$ cat config.mk
export PLATFORM = sky130hd
export DESIGN_NAME = cla_word_sequencer
export DESIGN_NICKNAME = d
export VERILOG_FILES = /design/src/rtl/cla_word_sequencer.sv
export SDC_FILE = /design/constraint.sdc
export NUM_CORES = 1
export LEC_CHECK = 0
export CORE_ASPECT_RATIO = 2
export CORE_MARGIN = 2
export CORE_UTILIZATION = 46
export DETAILED_ROUTE_END_ITERATION = 8
export PLACE_DENSITY = 0.74
export SLEW_MARGIN = 20
export SYNTH_ARGS = -nofsm -noshare
export SYNTH_HDL_FRONTEND = slang
export SYNTH_SLANG_ARGS = --single-unit
$ cat constraint.sdc
create_clock -name clk -period 3.1 [get_ports clk]
set_input_delay 0.62 -clock clk [delete_from_list [all_inputs] [get_ports clk]]
set_output_delay 0.62 -clock clk [all_outputs]
set_load 0.01 [all_outputs]
$ cat src/rtl/cla_word_sequencer.sv
// rtl/cla_word_sequencer.sv - multi-beat wide add/subtract on one shared 16-bit CLA
// Operands are consumed one 16-bit word per cycle, LSW first, with the carry registered between beats.

module cla16 (
  input  logic [15:0] a,
  input  logic [15:0] b,
  input  logic        ci,
  output logic [15:0] sum,
  output logic        co
);

  logic [15:0] g;
  logic [15:0] p;
  logic [3:0]  gg;
  logic [3:0]  gp;
  logic [4:0]  gc;
  logic [16:0] c;

  always_comb begin
    g = a & b;
    p = a ^ b;
    gg = '0;
    gp = '0;
    for (int k = 0; k < 4; k++) begin
      gp[k] = &p[4*k +: 4];
      gg[k] = g[4*k+3]
            | (p[4*k+3] & g[4*k+2])
            | (p[4*k+3] & p[4*k+2] & g[4*k+1])
            | (p[4*k+3] & p[4*k+2] & p[4*k+1] & g[4*k]);
    end

    // Second-level lookahead: every group carry is a flat function of ci.
    gc[0] = ci;
    gc[1] = gg[0] | (gp[0] & ci);
    gc[2] = gg[1] | (gp[1] & gg[0]) | (gp[1] & gp[0] & ci);
    gc[3] = gg[2] | (gp[2] & gg[1]) | (gp[2] & gp[1] & gg[0])
          | (gp[2] & gp[1] & gp[0] & ci);
    gc[4] = gg[3] | (gp[3] & gg[2]) | (gp[3] & gp[2] & gg[1])
          | (gp[3] & gp[2] & gp[1] & gg[0])
          | (gp[3] & gp[2] & gp[1] & gp[0] & ci);

    c = '0;
    for (int k = 0; k < 4; k++) begin
      c[4*k]   = gc[k];
      c[4*k+1] = g[4*k] | (p[4*k] & gc[k]);
      c[4*k+2] = g[4*k+1] | (p[4*k+1] & g[4*k]) | (p[4*k+1] & p[4*k] & gc[k]);
      c[4*k+3] = g[4*k+2] | (p[4*k+2] & g[4*k+1])
               | (p[4*k+2] & p[4*k+1] & g[4*k])
               | (p[4*k+2] & p[4*k+1] & p[4*k] & gc[k]);
    end
    c[16] = gc[4];

    sum = p ^ c[15:0];
    co  = c[16];
  end

endmodule

module cla_word_sequencer #(
  parameter int WORDS = 2
) (
  input  logic              clk,
  input  logic              rst_n,
  input  logic              in_valid,
  output logic              in_ready,
  input  logic [16*WORDS-1:0] a,
  input  logic [16*WORDS-1:0] b,
  input  logic              sub,
  output logic              out_valid,
  input  logic              out_ready,
  output logic [16*WORDS-1:0] sum,
  output logic              co,
  output logic              ovf,
  output logic              busy
);

  localparam int W  = 16 * WORDS;
  localparam int IW = (WORDS > 1) ? $clog2(WORDS) : 1;

  typedef enum logic [1:0] {
    IDLE,
    RUN,
    DONE
  } state_t;

  state_t        state;
  logic [W-1:0]  a_reg;
  logic [W-1:0]  beff_reg;
  logic          carry;
  logic [IW-1:0] idx;

  logic [15:0]   word_a;
  logic [15:0]   word_b;
  logic [15:0]   word_sum;
  logic          word_co;
  logic          last_beat;

  assign word_a    = a_reg[16*idx +: 16];
  assign word_b    = beff_reg[16*idx +: 16];
  assign last_beat = (idx == IW'(WORDS - 1));
  assign in_ready  = (state == IDLE) & rst_n;

  cla16 u_cla (
    .a   (word_a),
    .b   (word_b),
    .ci  (carry),
    .sum (word_sum),
    .co  (word_co)
  );

  always_ff @(posedge clk) begin
    if (!rst_n) begin
      state     <= IDLE;
      out_valid <= 1'b0;
      sum       <= '0;
      co        <= 1'b0;
      ovf       <= 1'b0;
      busy      <= 1'b0;
      idx       <= '0;
      a_reg     <= '0;
      beff_reg  <= '0;
      carry     <= 1'b0;
    end else begin
      case (state)
        IDLE: begin
          if (in_valid && in_ready) begin
            // Subtraction is A + ~B + 1: invert B here and inject the +1 as the first carry-in.
            a_reg    <= a;
            beff_reg <= b ^ {W{sub}};
            carry    <= sub;
            idx      <= '0;
            busy     <= 1'b1;
            state    <= RUN;
          end
        end
        RUN: begin
          sum[16*idx +: 16] <= word_sum;
          carry             <= word_co;
          idx               <= idx + 1'b1;
          if (last_beat) begin
            co        <= word_co;
            ovf       <= (a_reg[W-1] == beff_reg[W-1]) && (word_sum[15] != a_reg[W-1]);
            out_valid <= 1'b1;
            state     <= DONE;
          end
        end
        DONE: begin
          if (out_ready) begin
            out_valid <= 1'b0;
            busy      <= 1'b0;
            state     <= IDLE;
          end
        end
        default: state <= IDLE;
      endcase
    end
  end

endmodule

* Yosys cells after proc, flatten, opt, wreduce, memory -nomap -nowiden
Cells that the tools add are included.
** Storage, ports and cells
- Register bits after elaboration :: 104
- Bits of input ports :: 69
- Output and inout port bits :: 37
- Word-level logic and storage cells :: 176
** Cells by class
- Add/sub/neg operators :: 2
- Equality and inequality tests :: 7
- Shifts and indexed selects :: 4
- Multiplexer cells :: 14
- Bitwise operators :: 123
- Reduce and logical (&&, ||, !) cells :: 16
** Operators by type and width (number)
- 1-bit AND :: 73
- 32-bit by 6-bit indexed part select with 16-bit output :: 2
- 1-bit OR :: 46
- 5-bit negator with 34-bit output :: 1
- 16-bit by 34-bit variable shift with 32-bit output (first input constant) :: 1
- 16-bit by 34-bit indexed part select with 32-bit output :: 1
- 32-bit bitwise mux :: 1
- 16-bit XOR :: 2
- 32-bit XOR :: 1
- 16-bit AND :: 1
- 4-bit AND reduction :: 4
- 3-bit AND reduction :: 3
- 1-bit one-hot mux with 2 select lines :: 4
- 2-bit 2-to-1 mux :: 3
- 2-bit one-hot mux with 3 select lines :: 1
- 2-bit AND reduction :: 3
- 2-bit nonzero test :: 3
- 1-bit 2-to-1 mux :: 5
- 2-bit != test (second input constant) :: 2
- 2-bit by 1-bit == test with 1-bit output (second input constant) :: 1
- 2-bit == test (second input constant) :: 1
- 1-bit logical AND :: 2
- 2-bit logical NOT :: 1
- 2-bit by 1-bit != test with 1-bit output (second input constant) :: 1
- 3 further kinds :: 3

* Logic depth before layout (Yosys ltp)
- Depth after elaboration :: 15
- Mapped depth :: 12

* Cells and area by module
A second synthesis with hierarchy kept.
** Second synthesis, totals
- Cells, all modules :: 576
- Area, all modules :: 5386.4 µm²
** Modules (own cells, without submodules)
- cla_word_sequencer :: times used 1, cells each 484, area an instance 4590.7 µm², seq. area each 2082.0 µm²
- cla16 :: times used 1, cells each 92, area an instance 795.8 µm², seq. area each 0.0 µm²

* Worst setup path after synthesis
No wires, ideal clock.
- Path type :: register to register
- Start :: register idx
- End :: register ovf
- Library setup time :: 0.074 ns
- Arrival time :: 3.208 ns
- Required time :: 3.026 ns
- Path slack :: -0.182 ns
- Cell stages (with the launch flop) :: 11
- Buffers on the path :: 2
- Path through :: dfxtp_1 -> clkbuf_1 -> clkbuf_1 -> mux2_2 -> ha_1 -> nand2_1 -> or3_1 -> or3b_4 -> and3_4 -> or4_1 -> a31oi_1
** Between the ends
- Longest elaborated chain between the ends :: 15
- Elaborated cells between the ends (all ways) :: 51
- Classes of those cells :: eq/ne: 1; shift: 2; bitwise: 43; reduce/logical: 5
** RTL lines
- from (decl) :: line 90 : logic [IW-1:0] idx;
- from (signal assigned) :: line 139 : idx <= idx + 1'b1;
- 32-bit by 6-bit indexed part select with 16-bit output, on equally long branches :: line 98, 99
- 16-bit XOR / 16-bit AND (equally long branches) :: line 21, 20
- 1-bit AND, on equally long branches :: line 27, 28, 29
- 1-bit OR (tied with other cells) :: line 27 : | (p[4*k+3] & g[4*k+2])
- 1-bit OR / 1-bit AND (equally long branches) :: line 28, 29
- 1-bit OR :: line 29 : | (p[4*k+3] & p[4*k+2] & p[4*k+1] & g[4*k]);
- 1-bit AND :: line 36 : gc[3] = gg[2] | (gp[2] & gg[1]) | (gp[2] & gp[1] & gg[0])
- 1-bit OR (2 in series) :: line 36
- 1-bit OR :: line 37 : | (gp[2] & gp[1] & gp[0] & ci);
- 1-bit AND :: line 49 : | (p[4*k+2] & p[4*k+1] & p[4*k] & gc[k]);
- 1-bit OR :: line 49
- 16-bit XOR :: line 53 : sum = p ^ c[15:0];
- 1-bit != test :: line 142 : ovf <= (a_reg[W-1] == beff_reg[W-1]) && (word_sum[15] != a_reg[W-1]);
- 1-bit logical AND :: line 142
- to (signal assigned) :: line 142
- to (decl) :: line 73 : output logic ovf,
Parallel ways exist; a longest one is shown, timed or not.
A chain may end at the register's enable or synchronous reset.

* Final worst setup path
Same ends and word-level chain as after synthesis.

==> flow_summary_export.csv <==
group,metric,value,unit
status,status,"completed",
routing,via_per_inst,5.296,
global_routing,grt-ovfl-total,0,
routing,drt_wl_total,13.02,mm
synthesis,synth_nets,663,
sta,slew_headroom,37.54,%
synthesis,ys.flop_type,"dfxtp_1",
power_and_ir_drop,p_leak,2.417,nW
sta,rsz0062_at_grt,"false",
setup_path,crit_required,3.38,ns
setup_path,setup.worst_path.start_class,"register",
setup_path,cp_cell_sequence,"buf_12 > mux2_2 > ha_1 > nand2_1 > or3_1 > or3b_4 > and3_4 > or4_1 > a31oi_1",
setup_path,cpMaxStageDelayCell,"or4_1",
synthesis,synth_fa_ha_area_share,5.668,%
final_layout,layout_commonest_cell,"clkdlybuf4s50_1",
sta,fin_skew,0.008493,ns
cts,cts-root-buf,"clkbuf_16",
cts,cts_tree,"built",
synthesis,synth_warnings,0,
setup_path,critical_path_class,"reg -> reg",
floorplanning,initial_core_util,47.19,%
final_layout,final_cell_mix,"104 x clkdlybuf4s50_1, 103 x dfxtp_1, 100 x nand2_1",
cts,htreeDepth,3,
synthesis,yosys.area_share.simple,15.21,%
synthesis,synth_mux_area_share,7.237,%
sta,fmax,338.1,MHz
cts,cts.sink_count,104,
synthesis,synth_edf_count,0,
sta,setup_viol_count_final,0,
synthesis,synth_top_family_by_area,"compound AO/OA/AOI/OAI gates",
setup_path,cp_max_fo,18,
sta,slew_violations,0,
setup_path,end_kind,"register",
global_routing,antenna_found_initial,0,
floorplanning,core-area,10480,sq um
routing,drtIter0Drc,189,
routing,ant_nets,0,
global_routing,grt.total_usage,22.84,%
worst_hold_path,hold_path.class,"reg -> reg",
setup_path,cp_data_arrival_time,3.23,ns
global_routing,grt_pass1_vias,4280,
routing,drcViolationCount,0,
floorplanning,pin_count,106,
run,max-cap-violations,0,
placed_design,hpwl,10.27,mm
final_layout,nFillCells,975,
synthesis,ys_ff_latch,104,
synthesis,async_reset_ff_share,0,%
setup_path,crit_path_max_incr_delay,0.46,ns
cts,clk_latency,0.35,ns
global_routing,grt_max_degree,97,
sta,finalCritPeriodShare,95.42,%
sta,hold_viol,0,
final_layout,fin_nets,758,
final_layout,fin_util,62.51,%
synthesis,synth.avg_cell_area,8.615,sq um
cts,cts_inserted_buffers,9,
final_layout,num_antenna_cells,0,
power_and_ir_drop,powerDensity,481.9,nW/um^2
cts,cts_buffer_depth,2,
placed_design,port_buffers,105,
floorplanning,rows,53,
placed_design,gp_congestion,0.8911,
floorplanning,die_area,11640,sq um
synthesis,synth_cell_types,45,
synthesis,synth-xor-area-share,7.439,%
final_layout,area_growth,32.46,%
floorplanning,fp.dieW,77.31,um
routing,avgRoutedWirePerCell,16.07,um
final_layout,drive_gt1_share,12.33,%
synthesis,synth_area,4945,sq um
routing,vias,4290,
synthesis,syn_inst,574,
global_routing,grt_pass1_wl,20.50,mm
routing,firstDrtPassIters,4,
sta,post-route-min-period,2.958,ns
synthesis,yosysSeqAreaShare,42.11,%
cts,cts_hold_buf,0,
sta,tightest_slew,0.9368,ns
floorplanning,die_h,150.6,um
power_and_ir_drop,total_power,3.157,mW
cts,clk_pin_slew,0.07,ns
synthesis,synth_compound_area_share,18.55,%
cts,post_cts_buffers,0,
power_and_ir_drop,ir_worst_vdd,318.2,uV
==> layout make-up <==
class	count	area (sq um)	area share, %
inverter	8	30.03	0.4585
multi-input combinational	420	2733	41.72
clock inverter	4	53.80	0.8214
sequential	104	2083	31.81
tap	137	171.4	2.617
clock buffer	11	242.7	3.706
timing repair buffer	126	1236	18.87
==> worst paths after layout <==
kind                    startpoint  slack, ns                     to  cells past startpoint
min          a_reg[2]$_SDFFE_PN0P_       0.45  a_reg[2]$_SDFFE_PN0P_                      2
min reg2reg  a_reg[2]$_SDFFE_PN0P_       0.45  a_reg[2]$_SDFFE_PN0P_                      2
max               idx$_SDFFE_PN0P_       0.14       ovf$_SDFFE_PN0P_                      9
max reg2reg       idx$_SDFFE_PN0P_       0.14       ovf$_SDFFE_PN0P_                      9
==> logic make-up (layout without fill, tap and decap cells) <==
family                     count (synthesis)  in the layout
muxes                                     32             32
xor gates and xnor gates                  42             42
AOI/OAI and AO/OA                        146            146
buffers and inverters                     50            149
DFF                                      104            104
and+or+nand+nor                          180            180
adders and majority gates                 20             20
==> cell usage after synthesis (2+ instances only) <==
cell type  number  area share (%)
nor2_1         49             3.7
dfxtp_1       104              42
a21oi_1        59             6.0
nor3_1          2            0.20
a311o_1         2            0.40
o21ai_0        18             1.8
a21o_1          5            0.76
and2_1          3            0.38
mux2_2         30             6.8
o21bai_1        2            0.30
clkbuf_1       41             3.1
inv_1           8            0.61
xnor2_1        40             7.1
ha_1           16             4.0
fa_1            4             1.6
or3_1           2            0.25
a2111oi_0       2            0.35
xor2_1          2            0.35
mux2i_1         2            0.40
nand2b_1        2            0.25
and3_1          2            0.25
nand2_1       100             7.6
a211oi_1       43             6.5
o311ai_0        2            0.35
nand3_1        12             1.2
o211ai_1        3            0.46
==> per-layer routing <==
metal	vias up	wire length [um]	global-route usage, %
met5	-	0	0
met4	0	404	10.09
met3	24	338	2.758
met2	87	7778	47.39
met1	2001	4498	21.46
li1	2178	-	-
==> per-stage QoR <==
stage / setup TNS, ns / std cells / cell area, sq um / setup slack [ns] / hold WS (ns)
5_1_grt: 0 / 810 / 6550 / 0.01702 / 0.4710
3_3_place_gp: 0 / 795 / 6195 / 0.03286 / 0.4419
2_1_floorplan: -0.03834 / 574 / 4956 / -0.03834 / 0.4329
6_report: 0 / 810 / 6550 / 0.1420 / 0.4525
4_1_cts: 0 / 810 / 6499 / 0.04887 / 0.4573
3_5_place_dp: -0.04898 / 795 / 6195 / -0.02833 / 0.4474
==> critical path: cells and delay by family, from the launching register on <==
| family | cells | cell delay, ns |
|---|---|---|
| AO/OA/AOI/OAI | 1 | 0.16 |
| flip-flops | 1 | 0.36 |
| adder cells (fa/ha/maj) | 1 | 0.31 |
| multiplexers | 1 | 0.38 |
| AND/OR/NAND/NOR | 5 | 1.51 |
| buffers and inverters | 1 | 0.16 |
==> what timing repair did <==
action,4_1_cts,5_1_grt
resized for setup,1,14
setup endpoints to repair,2,14
pin swaps,0,4
hold endpoints to repair,0,0
==> power by group <==
group / internal, mW / total, mW / switching (mW)
combinational: 0.294 / 0.573 / 0.280
clock: 0.646 / 1.13 / 0.482
sequential: 1.41 / 1.45 / 0.0477
total: 2.35 / 3.16 / 0.809
Note: power is estimated with default switching activity, not from simulation.
